$ cat src/rtl/clk_enable_gen.sv
// clk_enable_gen: square-wave core clock divider with preset, loaded and single-step rates plus halt
//   clk       in   1      board clock, all logic on posedge
//   reset     in   1      synchronous active-high reset
//   mode      in   2      0 slow, 1 fast, 2 loaded divisor, 3 manual step
//   div_load  in   1      strobe: capture div_in as the runtime divisor (0 stored as 1)
//   div_in    in   CNT_W  runtime half-period terminal count
//   halt      in   1      level: freeze clk_out high after the next rising edge
//   step_req  in   1      strobe: one manual clock pulse while idle in mode 3
//   clk_out   out  1      generated core clock (registered)
//   tick      out  1      one-cycle pulse in the first cycle clk_out reads 1
//   halted    out  1      high while frozen by halt
module clk_enable_gen #(
    parameter int CNT_W     = 26,
    parameter int DIV_SLOW  = 25000000,
    parameter int DIV_FAST  = 250000,
    parameter int STEP_HALF = 250000
) (
    input  logic             clk,
    input  logic             reset,
    input  logic [1:0]       mode,
    input  logic             div_load,
    input  logic [CNT_W-1:0] div_in,
    input  logic             halt,
    input  logic             step_req,
    output logic             clk_out,
    output logic             tick,
    output logic             halted
);
    typedef enum logic [1:0] {RUN, HALTED, STEP_IDLE, STEP_LOW} state_t;
    state_t state, state_n;
    logic [CNT_W-1:0] count, count_n, cur_div, div_n, rt_div, sel_div;
    logic wrap, rise, clk_n, tick_n, halted_n;
    assign sel_div = mode == 2'd0 ? CNT_W'(DIV_SLOW) :
                     mode == 2'd1 ? CNT_W'(DIV_FAST) :
                     mode == 2'd2 ? rt_div : CNT_W'(STEP_HALF);
    // the step low phase has its own terminal count, independent of cur_div
    assign wrap = state == STEP_LOW ? count == CNT_W'(STEP_HALF) : count == cur_div;
    assign rise = state == RUN && wrap && !clk_out;
    always_ff @(posedge clk) begin
        if (reset) begin
            state   <= RUN;
            count   <= '0;
            cur_div <= mode == 2'd2 ? CNT_W'(DIV_FAST) : sel_div;
            rt_div  <= CNT_W'(DIV_FAST);
            clk_out <= 1'b0;
            tick    <= 1'b0;
            halted  <= 1'b0;
        end else begin
            state   <= state_n;
            count   <= count_n;
            cur_div <= div_n;
            rt_div  <= div_load ? (div_in == '0 ? CNT_W'(1) : div_in) : rt_div;
            clk_out <= clk_n;
            tick    <= tick_n;
            halted  <= halted_n;
        end
    end
    // cur_div only reloads on a toggle or when re-entering RUN, so a rate change
    // never alters a half period already in progress
    always_comb begin
        state_n = state;
        count_n = count;
        div_n   = cur_div;
        case (state)
            RUN: begin
                count_n = wrap ? '0 : count + 1'b1;
                div_n   = wrap ? sel_div : cur_div;
                state_n = rise && halt ? HALTED : rise && mode == 2'd3 ? STEP_IDLE : RUN;
            end
            HALTED: begin
                count_n = '0;
                div_n   = halt ? cur_div : sel_div;
                state_n = halt ? HALTED : RUN;
            end
            STEP_IDLE: begin
                count_n = '0;
                div_n   = mode != 2'd3 ? sel_div : cur_div;
                state_n = mode != 2'd3 ? RUN : step_req ? STEP_LOW : STEP_IDLE;
            end
            STEP_LOW: begin
                count_n = wrap ? '0 : count + 1'b1;
                state_n = wrap ? STEP_IDLE : STEP_LOW;
            end
            default: state_n = RUN;
        endcase
    end
    always_comb begin
        clk_n    = state == RUN       ? clk_out ^ wrap :
                   state == STEP_IDLE ? !(mode == 2'd3 && step_req) :
                   state == STEP_LOW  ? wrap : 1'b1;
        tick_n   = rise || (state == STEP_LOW && wrap);
        halted_n = state == RUN ? rise && halt : state == HALTED ? halt : 1'b0;
    end
endmodule

$ cat config.mk
export PLATFORM = sky130hd
export DESIGN_NAME = clk_enable_gen
export DESIGN_NICKNAME = d
export VERILOG_FILES = /design/src/rtl/clk_enable_gen.sv
export SDC_FILE = /design/constraint.sdc
export NUM_CORES = 1
export LEC_CHECK = 0
export ABC_AREA = 1
export CELL_PAD_IN_SITES_DETAIL_PLACEMENT = 0
export CELL_PAD_IN_SITES_GLOBAL_PLACEMENT = 1
export CORE_MARGIN = 2
export CORE_UTILIZATION = 45
export DETAILED_ROUTE_END_ITERATION = 6
export PLACE_DENSITY_LB_ADDON = 0.2
export RECOVER_POWER = 100
export SYNTH_ARGS = -nofsm -noshare
export SYNTH_HDL_FRONTEND = slang
export SYNTH_SLANG_ARGS = --single-unit
$ cat constraint.sdc
create_clock -name clk -period 7.6 [get_ports clk]
set_input_delay 1.52 -clock clk [delete_from_list [all_inputs] [get_ports clk]]
set_output_delay 1.52 -clock clk [all_outputs]
set_load 0.05 [all_outputs]
==> results.md, run 1 <==
- H-tree levels: 3
- Largest buffer count on any clock path: 2
- CP Data Required Time: around 8 ns
- Syn Nets: 611
- Overall global routing resource usage: 19.7%
- ANT nets after route: 0
- Mean post-synth cell area: 7.51 µm²
- Resized cells post-CTS: 0
- Setup WS pre-CTS: ~3.1 ns
- Clk_lat worst skew: 0.35 ns
- Ranking of synthesized cells by area: dfxtp_1 27%, edfxtp_1 18%, nand2_1 13%
- Synth async-reset ratio: 0%
- Port-buffer cells: 35
- Max frequency: 0.202 GHz
- Starting Density: 46.6%
- Final RePlAce weighted congestion: 0.860
- Core Region: 9240 µm²
- Switch Pwr: 0.218 mW
- Die Wd: 102 µm
- Die footprint: around 10000 µm²
- Syn-to-layout area delta: 11.6%
- Cells after Synth: 573
- Site row count: 35
- Mux contribution to synthesized area: 0%
- Least-Margin Pin Slew: ~1.2 ns
- 1st-pass router iterations: 5
- Leak: a little under 2 nW
- Power Density: 176 nW/µm²
- R2R cell count: 13
- Count of cell types in the netlist: 39
- Clock transition at path regs: 0.09 ns
- Dpl cells: 720
- DP HPWL: 7120 µm
- Reg power frac: 57.3%
- Vias in the first global route: 3335
- Final Hold Fails: 0
- DRT iter0 DRCs: 94
- Final setup violation count: 0
- Compound-gate portion of the synthesized area: approximately a tenth
- Clock power share: 34.3%
- Vias per cell: 4.86
- Layout cells sized above 1: 7.08%
- Total grt overflow: 0
- Worst vdd ir: around 0.08 mV
- Average wire per standard cell: between 10 and 15 µm
- NumNets Final: 640
- Status: completed
- Clock root buffer: clkbuf_8
- Post-synth top flop: dfxtp_1
- Final wirelength: 9240 µm
- Combinational Power Share: 8.4%
- Largest net degree at the start of global routing: 38
- Post-Syn Area: between 4000 and 5000 µm²
- Initial antenna violation count: 0
- Final Max Tran Viols: 0
- Yosys top cell area share: a little over a quarter
- P_int: between 0.6 and 0.7 mW
- Sw Ratio: 25.7%
- Hold path cells: 2
- Vias: 3577
- CP Data Arrival Time: 5.19 ns
- Synth Area in Adders: 1.45%
- CP endpoint kind: register
- CTS sink cnt: 83
- Total Power: 0.847 mW
- Synth top cells by count: 146 x nand2_1, 74 x inv_1, 69 x nor2_1
- Max transition margin: 21.2%
- Seq cells post-synth: 83
- RSZ-0062 raised after global routing: false
- Diode count: 0
- Largest family of logic cells by synthesized area: simple AND/OR/NAND/NOR gates
- I/O Pins: 36
- Skew final: 0.0182 ns
- CTS Buf Count: 9
- Yosys top cell by area: dfxtp_1
- First-pass GRT wire length: 16000 µm
- Final non-filler cell total: about 740
- Synth warnings: 0
- Post-synthesis xor/xnor area fraction: 0.814%
- # Post-CTS Setup Buffers: 0
- Worst Path Max Fanout: 37
- Maxcap violations: 0
- CTS tree: done
- Final setup margin: 2.65 ns
- Cts hold-fix bufs: 0
- Post-synth EDFFs: 26
- DRC errors left: 0
- Min Tclk post-route: about 4.9 ns
- Sequential cell area fraction in the yosys report: 44.7%
- Most common cell in the synthesized netlist: nand2_1
- Setup TNS: 0 ns
- Min-Delay Path Class: reg2reg
- Setup crit start kind: register
- Post-Synth Simple-Gate Area: 33.3%
- Die Y: 102 µm
- WS Path Type: reg2reg
- Period Utilization, post-route: 65.1%
## layout make-up
cell class	count	area, µm²
clock buffers	10	128
clock inverters	6	48.8
fillers	922	4440
inverters	80	303
multi-input cells	393	1890
flip-flops and latches	83	1920
well taps	129	161
repair buffers	35	350
## stage by stage
stage / hold WS (ns) / util [%] / instance area, µm²
final: 0.465 / 51.9 / 4800
after global routing: 0.488 / 51.9 / 4800
after global placement: 0.450 / 50.8 / 4690
after floorplan: 0.430 / - / 4300
after detailed placement: 0.449 / 50.8 / 4690
after CTS: 0.464 / 52.7 / 4870
## routing by layer
layer / up-vias / global-route usage [%] / part of all wire (%)
li1: 1907 / - / -
met1: 1578 / 28.0 / 50
met2: 87 / 31.0 / 44
met3: 5 / 3.59 / 5.0
met4: 0 / 4.99 / 0.87
met5: - / 0 / 0
## flip-flops by register name (all words and copies together) (netlist names)
signal,cells
state,2
halted,1
clk_out,1
tick,1
rt_div,26
count,26
cur_div,26
## logic make-up (layout without fill, tap and decap cells)
logic type,count (synthesis),after routing
buffers and inverters,97,131
DFF,83,83
adders and majority gates,5,5
and+or+nand+nor,305,305
xor gates and xnor gates,4,4
AOI/OAI and AO/OA,79,79
## worst max-delay path, stage by stage (launching register included)
cell	delay (ns)
dfxtp_1	0.38
ha_1	0.64
clkinvlp_2	1.19
nand3_1	0.37
nand2_1	0.10
inv_1	0.06
nand2_1	0.04
nor2_1	0.13
nand2_2	0.06
nor2_1	0.22
nand2_1	0.20
nand2_1	0.72
clkinvlp_2	0.44
and3_1	0.26
## worst paths after layout
check	slack, ns	endpoint	start
worst max-delay path	2.65	count[17]$_SDFF_PP0_	state[1]$_SDFF_PP0_
worst max register to register	2.65	count[17]$_SDFF_PP0_	state[1]$_SDFF_PP0_
worst min register to register	0.47	rt_div[25]$_SDFFE_PP0P_	rt_div[25]$_SDFFE_PP0P_
worst min-delay path	0.47	rt_div[25]$_SDFFE_PP0P_	rt_div[25]$_SDFFE_PP0P_
## power groups by stage
stage,sequential [mW],combinational (mW),clock (mW)
after floorplan,0.492,0.0461,0
after global placement,0.495,0.0722,0
after detailed placement,0.495,0.0730,0
after CTS,0.485,0.0735,0.299
after global routing,0.488,0.0813,0.321
final,0.485,0.0708,0.291
## placed cells by master (no fill, tap or decap), drive strengths merged, types with 3 or more instances in the layout
| cell type | count |
|---|---|
| xor2 | 4 |
| nand2 | 151 |
| a211oi | 4 |
| clkinvlp | 3 |
| nor2 | 78 |
| inv | 80 |
| a21oi | 32 |
| clkinv | 3 |
| nand4 | 12 |
| or2 | 4 |
| edfxtp | 26 |
| nor4 | 5 |
| ha | 5 |
| nor3b | 8 |
| clkbuf | 10 |
| o22ai | 7 |
| dfxtp | 57 |
| nor3 | 10 |
| clkdlybuf4s50 | 30 |
| dlygate4sd3 | 5 |
| o21ai | 34 |
| nand3 | 35 |
(Power assumes the default switching activity.)
==> run 2: changes to the inputs <==
Settings changed: CORE_UTILIZATION 45 to 43.
Clock period 7.6 ns to 4.81 ns, I/O delays scaled along.
==> run 2 against run 1 <==
- critical path depth is 7 lower
- clock power is 64% higher
- sequential cell count stayed put
- hold slack worse by 0.0046 ns
- clock skew is 0.0094 ns lower
- die area is 4.5% higher
- core utilization is 2.4 points lower
- largest cell class unchanged
- final cell count is 0.68% higher
==> results.md, run 2 (synthesized netlist as in run 1, its figures left out) <==
- Status: completed (unchanged)
- Largest buffer count on any clock path: 2 (unchanged)
- Least-Margin Pin Slew: 0.957 ns (was 1.18 ns)
- Port-buffer cells: 35 (unchanged)
- DRC errors left: 0 (unchanged)
- RSZ-0062 raised after global routing: false (unchanged)
- Starting Density: 44.2% (was 46.6%)
- I/O Pins: 36 (unchanged)
- Clock root buffer: clkbuf_8 (unchanged)
- Wire length on met3: 292 µm (was 465 µm)
- 1st-pass router iterations: 5 (unchanged)
- CP endpoint kind: register (unchanged)
- Most common cell after layout, fill and taps aside: nand2_1 (unchanged)
- WS Path Type: in2reg (was reg2reg)
- DP HPWL: 7120 µm (about the same)
- Die Wd: 104 µm (was 102 µm)
- DRT met1 WL: 4780 µm (was 4620 µm)
- First-pass GRT wire length: 15800 µm (was 16000 µm)
- CTS tree: done (unchanged)
- Power Density: 282 nW/µm² (was 176 nW/µm²)
- Hold path cells: 2 (unchanged)
- Initial antenna violation count: 0 (unchanged)
- Vias per cell: 4.84 (was 4.86)
- Average wire per standard cell: 12.6 µm (about the same)
- Min-Delay Path Class: reg2reg (unchanged)
- Diode count: 0 (unchanged)
- Cts hold-fix bufs: 0 (unchanged)
- R2R cell count: 13 (unchanged)
- ANT nets after route: 0 (unchanged)
- Die Y: 104 µm (was 102 µm)
- H-tree levels: 3 (unchanged)
- Core Region: 9730 µm² (was 9240 µm²)
- Max Used Layer: met4 (unchanged)
- Filler cells: 991 (was 922)
- Leak: 1.97 nW (was 1.95 nW)
- Worst hold endpoint: rt_div[25]$_SDFFE_PP0P_ (unchanged)
- # Post-CTS Setup Buffers: 0 (unchanged)
- Overall global routing resource usage: 17.9% (was 19.7%)
- Period Utilization, post-route: 79.9%
- WP depth: 6 (was 13)
- CP Data Required Time: 4.79 ns (was 7.85 ns)
- HP Start: rt_div[25]$_SDFFE_PP0P_ (unchanged)
- Most used cell, CP: o21ai_0 (was nand2_1)
- CP max-delay cell: clkbuf_1 (was clkinvlp_2)
- CP delay by family, top: buffers and inverters (was simple AND/OR/NAND/NOR gates)
- Final wirelength: 9340 µm (was 9240 µm)
- Max frequency: 0.260 GHz
- Setup crit start kind: primary input (was register)
- Internal reg-to-reg setup slack: 1.15 ns (was 2.65 ns)
- R2r endpoint: count[17]$_SDFF_PP0_ (unchanged)
- Final RePlAce weighted congestion: 0.839 (was 0.860)
- Most frequent cells in the layout: 147 x nand2_1, 75 x inv_1, 70 x nor2_1, 57 x dfxtp_1, 33 x nand3_1 (was 148 x nand2_1, 75 x inv_1, 70 x nor2_1, 57 x dfxtp_1, 32 x nand3_1)
- Clock transition at path regs: 0.09 ns (about the same)
- Layout cells sized above 1: 7.07% (was 7.08%)
- RR Startpoint: state[0]$_SDFF_PP0_ (was state[1]$_SDFF_PP0_)
- CTS sink cnt: 83 (unchanged)
- NumNets Final: 641 (was 640)
- Maxcap violations: 0 (unchanged)
- Register area: 1920 µm² (unchanged)
- Multi-input logic area: 1880 µm² (was 1890 µm²)
- Max transition margin: 36.2% (was 21.2%)
- Worst Path Max Fanout: 26 (was 37)
- Total Power: 1.36 mW (was 0.847 mW)
- Largest net degree at the start of global routing: 38 (unchanged)
- Worst path max stage delay: 0.71 ns (was 1.19 ns)
- Clk_lat worst skew: 0.35 ns (about the same)
- Final Hold Fails: 0 (unchanged)
- Worst vdd ir: 0.114 mV (was 0.0820 mV)
- Resized cells post-CTS: 0 (unchanged)
- Min Tclk post-route: 3.84 ns
- Cell Chain, Critical Path: dlygate4sd3_1 > clkbuf_1 > clkinv_1 > o21ai_0 > o21ai_0 > inv_1 (was ha_1 > clkinvlp_2 > nand3_1 > nand2_1 > inv_1 > nand2_1 > nor2_1 > nand2_2 > nor2_1 > nand2_1 > nand2_1 > clkinvlp_2 > and3_1)
- Met2 Wirelength: 4230 µm (was 4080 µm)
- Critical path buffer and inverter count: 4 (was 3)
- Die footprint: 10800 µm² (was 10400 µm²)
- Regs by FF count: count: 26 flops, cur_div: 26 flops, rt_div: 26 flops (unchanged)
- CP Data Arrival Time: 3.82 ns (was 5.19 ns)
- Vias: 3584 (was 3577)
- Site row count: 36 (was 35)
- Skew final: 0.00879 ns (was 0.0182 ns)
- Final setup violation count: 0 (unchanged)
- DRT iter0 DRCs: 136 (was 94)
- Setup TNS: 0 ns (unchanged)
- Total grt overflow: 0 (unchanged)
- CTS Buf Count: 9 (unchanged)
- Syn-to-layout area delta: 12.0% (was 11.6%)
- Vias in the first global route: 3318 (was 3335)
- Final Max Tran Viols: 0 (unchanged)
[run 2: cell types whose count changed in the layout (fill, tap and decap cells not counted), sizes merged]
cell           before  now
inv                80   81
clkdlybuf4s50      30   29
clkbuf             10   11
clkinvlp            3    2
dlygate4sd3         5    6
[run 2: worst max-delay path by stage]
stage                            endpoint           startpoint  slack [ns]
floorplan            cur_div[0]$_DFFE_PP_  state[0]$_SDFF_PP0_        2.35
global placement    cur_div[25]$_DFFE_PP_                reset        1.46
detailed placement  cur_div[25]$_DFFE_PP_                reset        1.39
CTS                  cur_div[8]$_DFFE_PP_  state[0]$_SDFF_PP0_        1.38
global route         cur_div[4]$_DFFE_PP_                reset        0.64
finish               cur_div[8]$_DFFE_PP_                reset        0.97
[run 2: tightest hold or removal path, cell delays in order (launching register included)]
cell	delay [ns]
dfxtp_1	0.31
inv_1	0.06
a21oi_1	0.05
[run 2: area by class of cell]
class	count	area share [%]
tap	133	3.46
inverter	80	6.31
clock inverter	6	0.987
multi-input combinational	393	39.1
clock buffer	10	2.86
sequential	83	39.9
timing repair buffer	36	7.35
[run 2: power breakdown]
part	switching (mW)	leakage, nW	total, mW	internal (mW)
Clock	0.270	0.0937	0.477	0.207
Sequential	0.0157	0.720	0.767	0.751
Combinational	0.0639	1.16	0.113	0.0488
Total	0.350	1.97	1.36	1.01
[run 2: layer usage]
metal,global-route usage (%),up-vias
li1,-,1916
met1,25.2,1596
met2,28.4,68
met3,2.69,4
met4,5.79,0
met5,0,-
[run 2: per-stage QoR]
step	instance area (µm²)	std cells	hold slack, ns	util, %	worst slack (ns)
2_1_floorplan	4300	573	0.430	-	2.35
3_3_place_gp	4700	725	0.449	48.4	1.46
3_5_place_dp	4700	725	0.452	48.4	1.39
4_1_cts	4890	741	0.467	50.3	1.38
5_1_grt	4820	741	0.488	49.5	0.638
6_report	4820	741	0.461	49.5	0.967
==> run 3: changes to the inputs <==
Clock period 4.81 ns to 4 ns, I/O delays scaled along.
==> run 3 against run 2 <==
- non-clock buffer count increased by 1
- global-route usage grew 0.71 points
- sequential cell count stayed put
- critical path depth rose by 1
- core utilization increased by 0.44 points
- sequential share of layout area is 0.35 points lower
- sequential power is 20% higher
- final cell count rose by 0.13%
- combinational power up 21%
- clock skew up 0.0024 ns
==> results.md, run 3 (synthesized netlist as in run 1, its figures left out) <==
- I/O Pins: 36 (unchanged)
- Port-buffer cells: 35 (unchanged)
- Leak: 1.97 nW (about the same)
- CTS tree: done (unchanged)
- Setup WS pre-CTS: 0.934 ns (was 1.39 ns)
- Initial antenna violation count: 0 (unchanged)
- Starting Density: 44.2% (unchanged)
- # Post-CTS Setup Buffers: 0 (unchanged)
- Max transition margin: 35.5% (was 36.2%)
- Most frequent cells in the layout: 147 x nand2_1, 75 x inv_1, 70 x nor2_1, 57 x dfxtp_1, 32 x nand3_1 (was 147 x nand2_1, 75 x inv_1, 70 x nor2_1, 57 x dfxtp_1, 33 x nand3_1)
- P_int: 1.27 mW (was 1.01 mW)
- Worst path max stage delay: 0.72 ns (was 0.71 ns)
- Final RePlAce weighted congestion: 0.812 (was 0.839)
- Setup crit start kind: primary input (unchanged)
- Worst Path Max Fanout: 20 (was 26)
- Final setup violation count: 0 (unchanged)
- Die Y: 104 µm (unchanged)
- Final non-filler cell total: 742 (was 741)
- Vias: 3563 (was 3584)
- Switch Pwr: 0.404 mW (was 0.350 mW)
- Clock transition at path regs: 0.08 ns (was 0.09 ns)
- Combinational Power Share: 8.2% (was 8.3%)
- Diode count: 0 (unchanged)
- Setup TNS: 0 ns (unchanged)
- CTS sink cnt: 83 (unchanged)
- Sw Ratio: 24.1% (was 25.8%)
- Period Utilization, post-route: 83.7%
- HP Start: rt_div[25]$_SDFFE_PP0P_ (unchanged)
- Min Tclk post-route: 3.35 ns
- DP HPWL: 7250 µm (was 7120 µm)
- Least-Margin Pin Slew: 0.968 ns (was 0.957 ns)
- Most common cell after layout, fill and taps aside: nand2_1 (unchanged)
- RSZ-0062 raised after global routing: false (unchanged)
- Core Region: 9730 µm² (unchanged)
- Critical path buffer and inverter count: 4 (unchanged)
- Resized cells post-CTS: 0 (unchanged)
- Reg power frac: 55.0% (was 56.5%)
- CP max-delay cell: clkbuf_1 (unchanged)
- Layout cells sized above 1: 7.39% (was 7.07%)
- ANT nets after route: 0 (unchanged)
- CP endpoint kind: register (unchanged)
- Regs by FF count: count: 26 flops, cur_div: 26 flops, rt_div: 26 flops (unchanged)
- Die Wd: 104 µm (unchanged)
- Max frequency: ~0.3 GHz
- Final Max Tran Viols: 0 (unchanged)
- DRT iter0 DRCs: 116 (was 136)
- Skew final: 0.0112 ns (was 0.00879 ns)
- Average wire per standard cell: 12.7 µm (was 12.6 µm)
- CP Data Arrival Time: 3.46 ns (was 3.82 ns)
- Largest net degree at the start of global routing: 38 (unchanged)
- Register area: 1920 µm² (unchanged)
- WS Path Type: in2reg (unchanged)
- Total grt overflow: 0 (unchanged)
- Vias in the first global route: 3426 (was 3318)
- Cell Chain, Critical Path: dlygate4sd3_1 > clkbuf_1 > clkinv_1 > nand3_1 > inv_1 > nand2_1 > nand2_1 (was dlygate4sd3_1 > clkbuf_1 > clkinv_1 > o21ai_0 > o21ai_0 > inv_1)
- Status: completed (unchanged)
- Multi-input logic area: 1900 µm² (was 1880 µm²)
- NumNets Final: 642 (was 641)
- DRC errors left: 0 (unchanged)
- First-pass GRT wire length: 16300 µm (was 15800 µm)
- Filler cells: 1041 (was 991)
- Site row count: 36 (unchanged)
- Vias per cell: 4.80 (was 4.84)
- CTS Buf Count: 9 (unchanged)
- Maxcap violations: 0 (unchanged)
- CP Launch Point: reset (unchanged)
- 1st-pass router iterations: 4 (was 5)
- RR Startpoint: state[0]$_SDFF_PP0_ (unchanged)
- H-tree levels: 3 (unchanged)
- Clock root buffer: clkbuf_8 (unchanged)
- Cts hold-fix bufs: 0 (unchanged)
- Worst vdd ir: 0.140 mV (was 0.114 mV)
- Most used cell, CP: nand2_1 (was o21ai_0)
- Clock power share: 36.9% (was 35.2%)
- CP Data Required Time: 4.11 ns (was 4.79 ns)
- CP delay by family, top: buffers and inverters (unchanged)
- Power Density: 345 nW/µm² (was 282 nW/µm²)
- Final wirelength: 9430 µm (was 9340 µm)
- Largest buffer count on any clock path: 2 (unchanged)
- Final Hold Fails: 0 (unchanged)
- Dpl cells: 726 (was 725)
- Final setup margin: 0.651 ns (was 0.967 ns)
- Overall global routing resource usage: 18.6% (was 17.9%)
- Post-layout util: 49.9% (was 49.5%)
- Syn-to-layout area delta: 12.9% (was 12.0%)
- Die footprint: 10800 µm² (unchanged)
- Clk_lat worst skew: 0.36 ns (was 0.35 ns)
- Min-Delay Path Class: reg2reg (unchanged)
==> run 3: through the flow <==
step	total power, mW	area [µm²]	hold slack, ns
after floorplan	1.02	4300	0.430
after global placement	1.08	4710	0.449
after detailed placement	1.08	4710	0.448
after CTS	1.70	4910	0.461
after global routing	1.75	4860	0.492
final	1.68	4860	0.458
==> run 3: final timing paths <==
path	end	slack, ns	cells after the start
min reg2reg	rt_div[25]$_SDFFE_PP0P_	0.46	2
min	rt_div[25]$_SDFFE_PP0P_	0.46	2
max reg2reg	cur_div[25]$_DFFE_PP_	0.70	11
max	cur_div[6]$_DFFE_PP_	0.65	7
==> run 3: per-layer routing <==
layer	global-route usage [%]	share of wire (%)	vias to the layer above	wire length [µm]
li1	-	-	1922	-
met1	25.3	51	1579	4850
met2	29.6	44	51	4170
met3	4.45	3.0	11	280
met4	5.41	1.3	0	127
met5	0	0	-	0
==> run 3: power groups by stage <==
stage / Clock (mW) / Sequential (mW) / Combinational [mW]
after floorplan: 0 / 0.934 / 0.0876
after global placement: 0 / 0.940 / 0.139
after detailed placement: 0 / 0.941 / 0.141
after CTS: 0.633 / 0.921 / 0.142
after global routing: 0.667 / 0.926 / 0.158
final: 0.618 / 0.921 / 0.137
==> run 3: tightest hold or removal path, delay by kind of cell, from the launching register on <==
family,cells,cell delay (ns)
buffers and inverters,1,0.06
AOI/OAI and AO/OA,1,0.05
DFF,1,0.30
==> run 3: layout make-up <==
class	count	area share, %
clock buffers	11	2.91
clock inverters	5	1.24
inverters	80	6.26
multi-input cells	393	39.2
flip-flops and latches	83	39.6
well taps	133	3.43
repair buffers	37	7.44
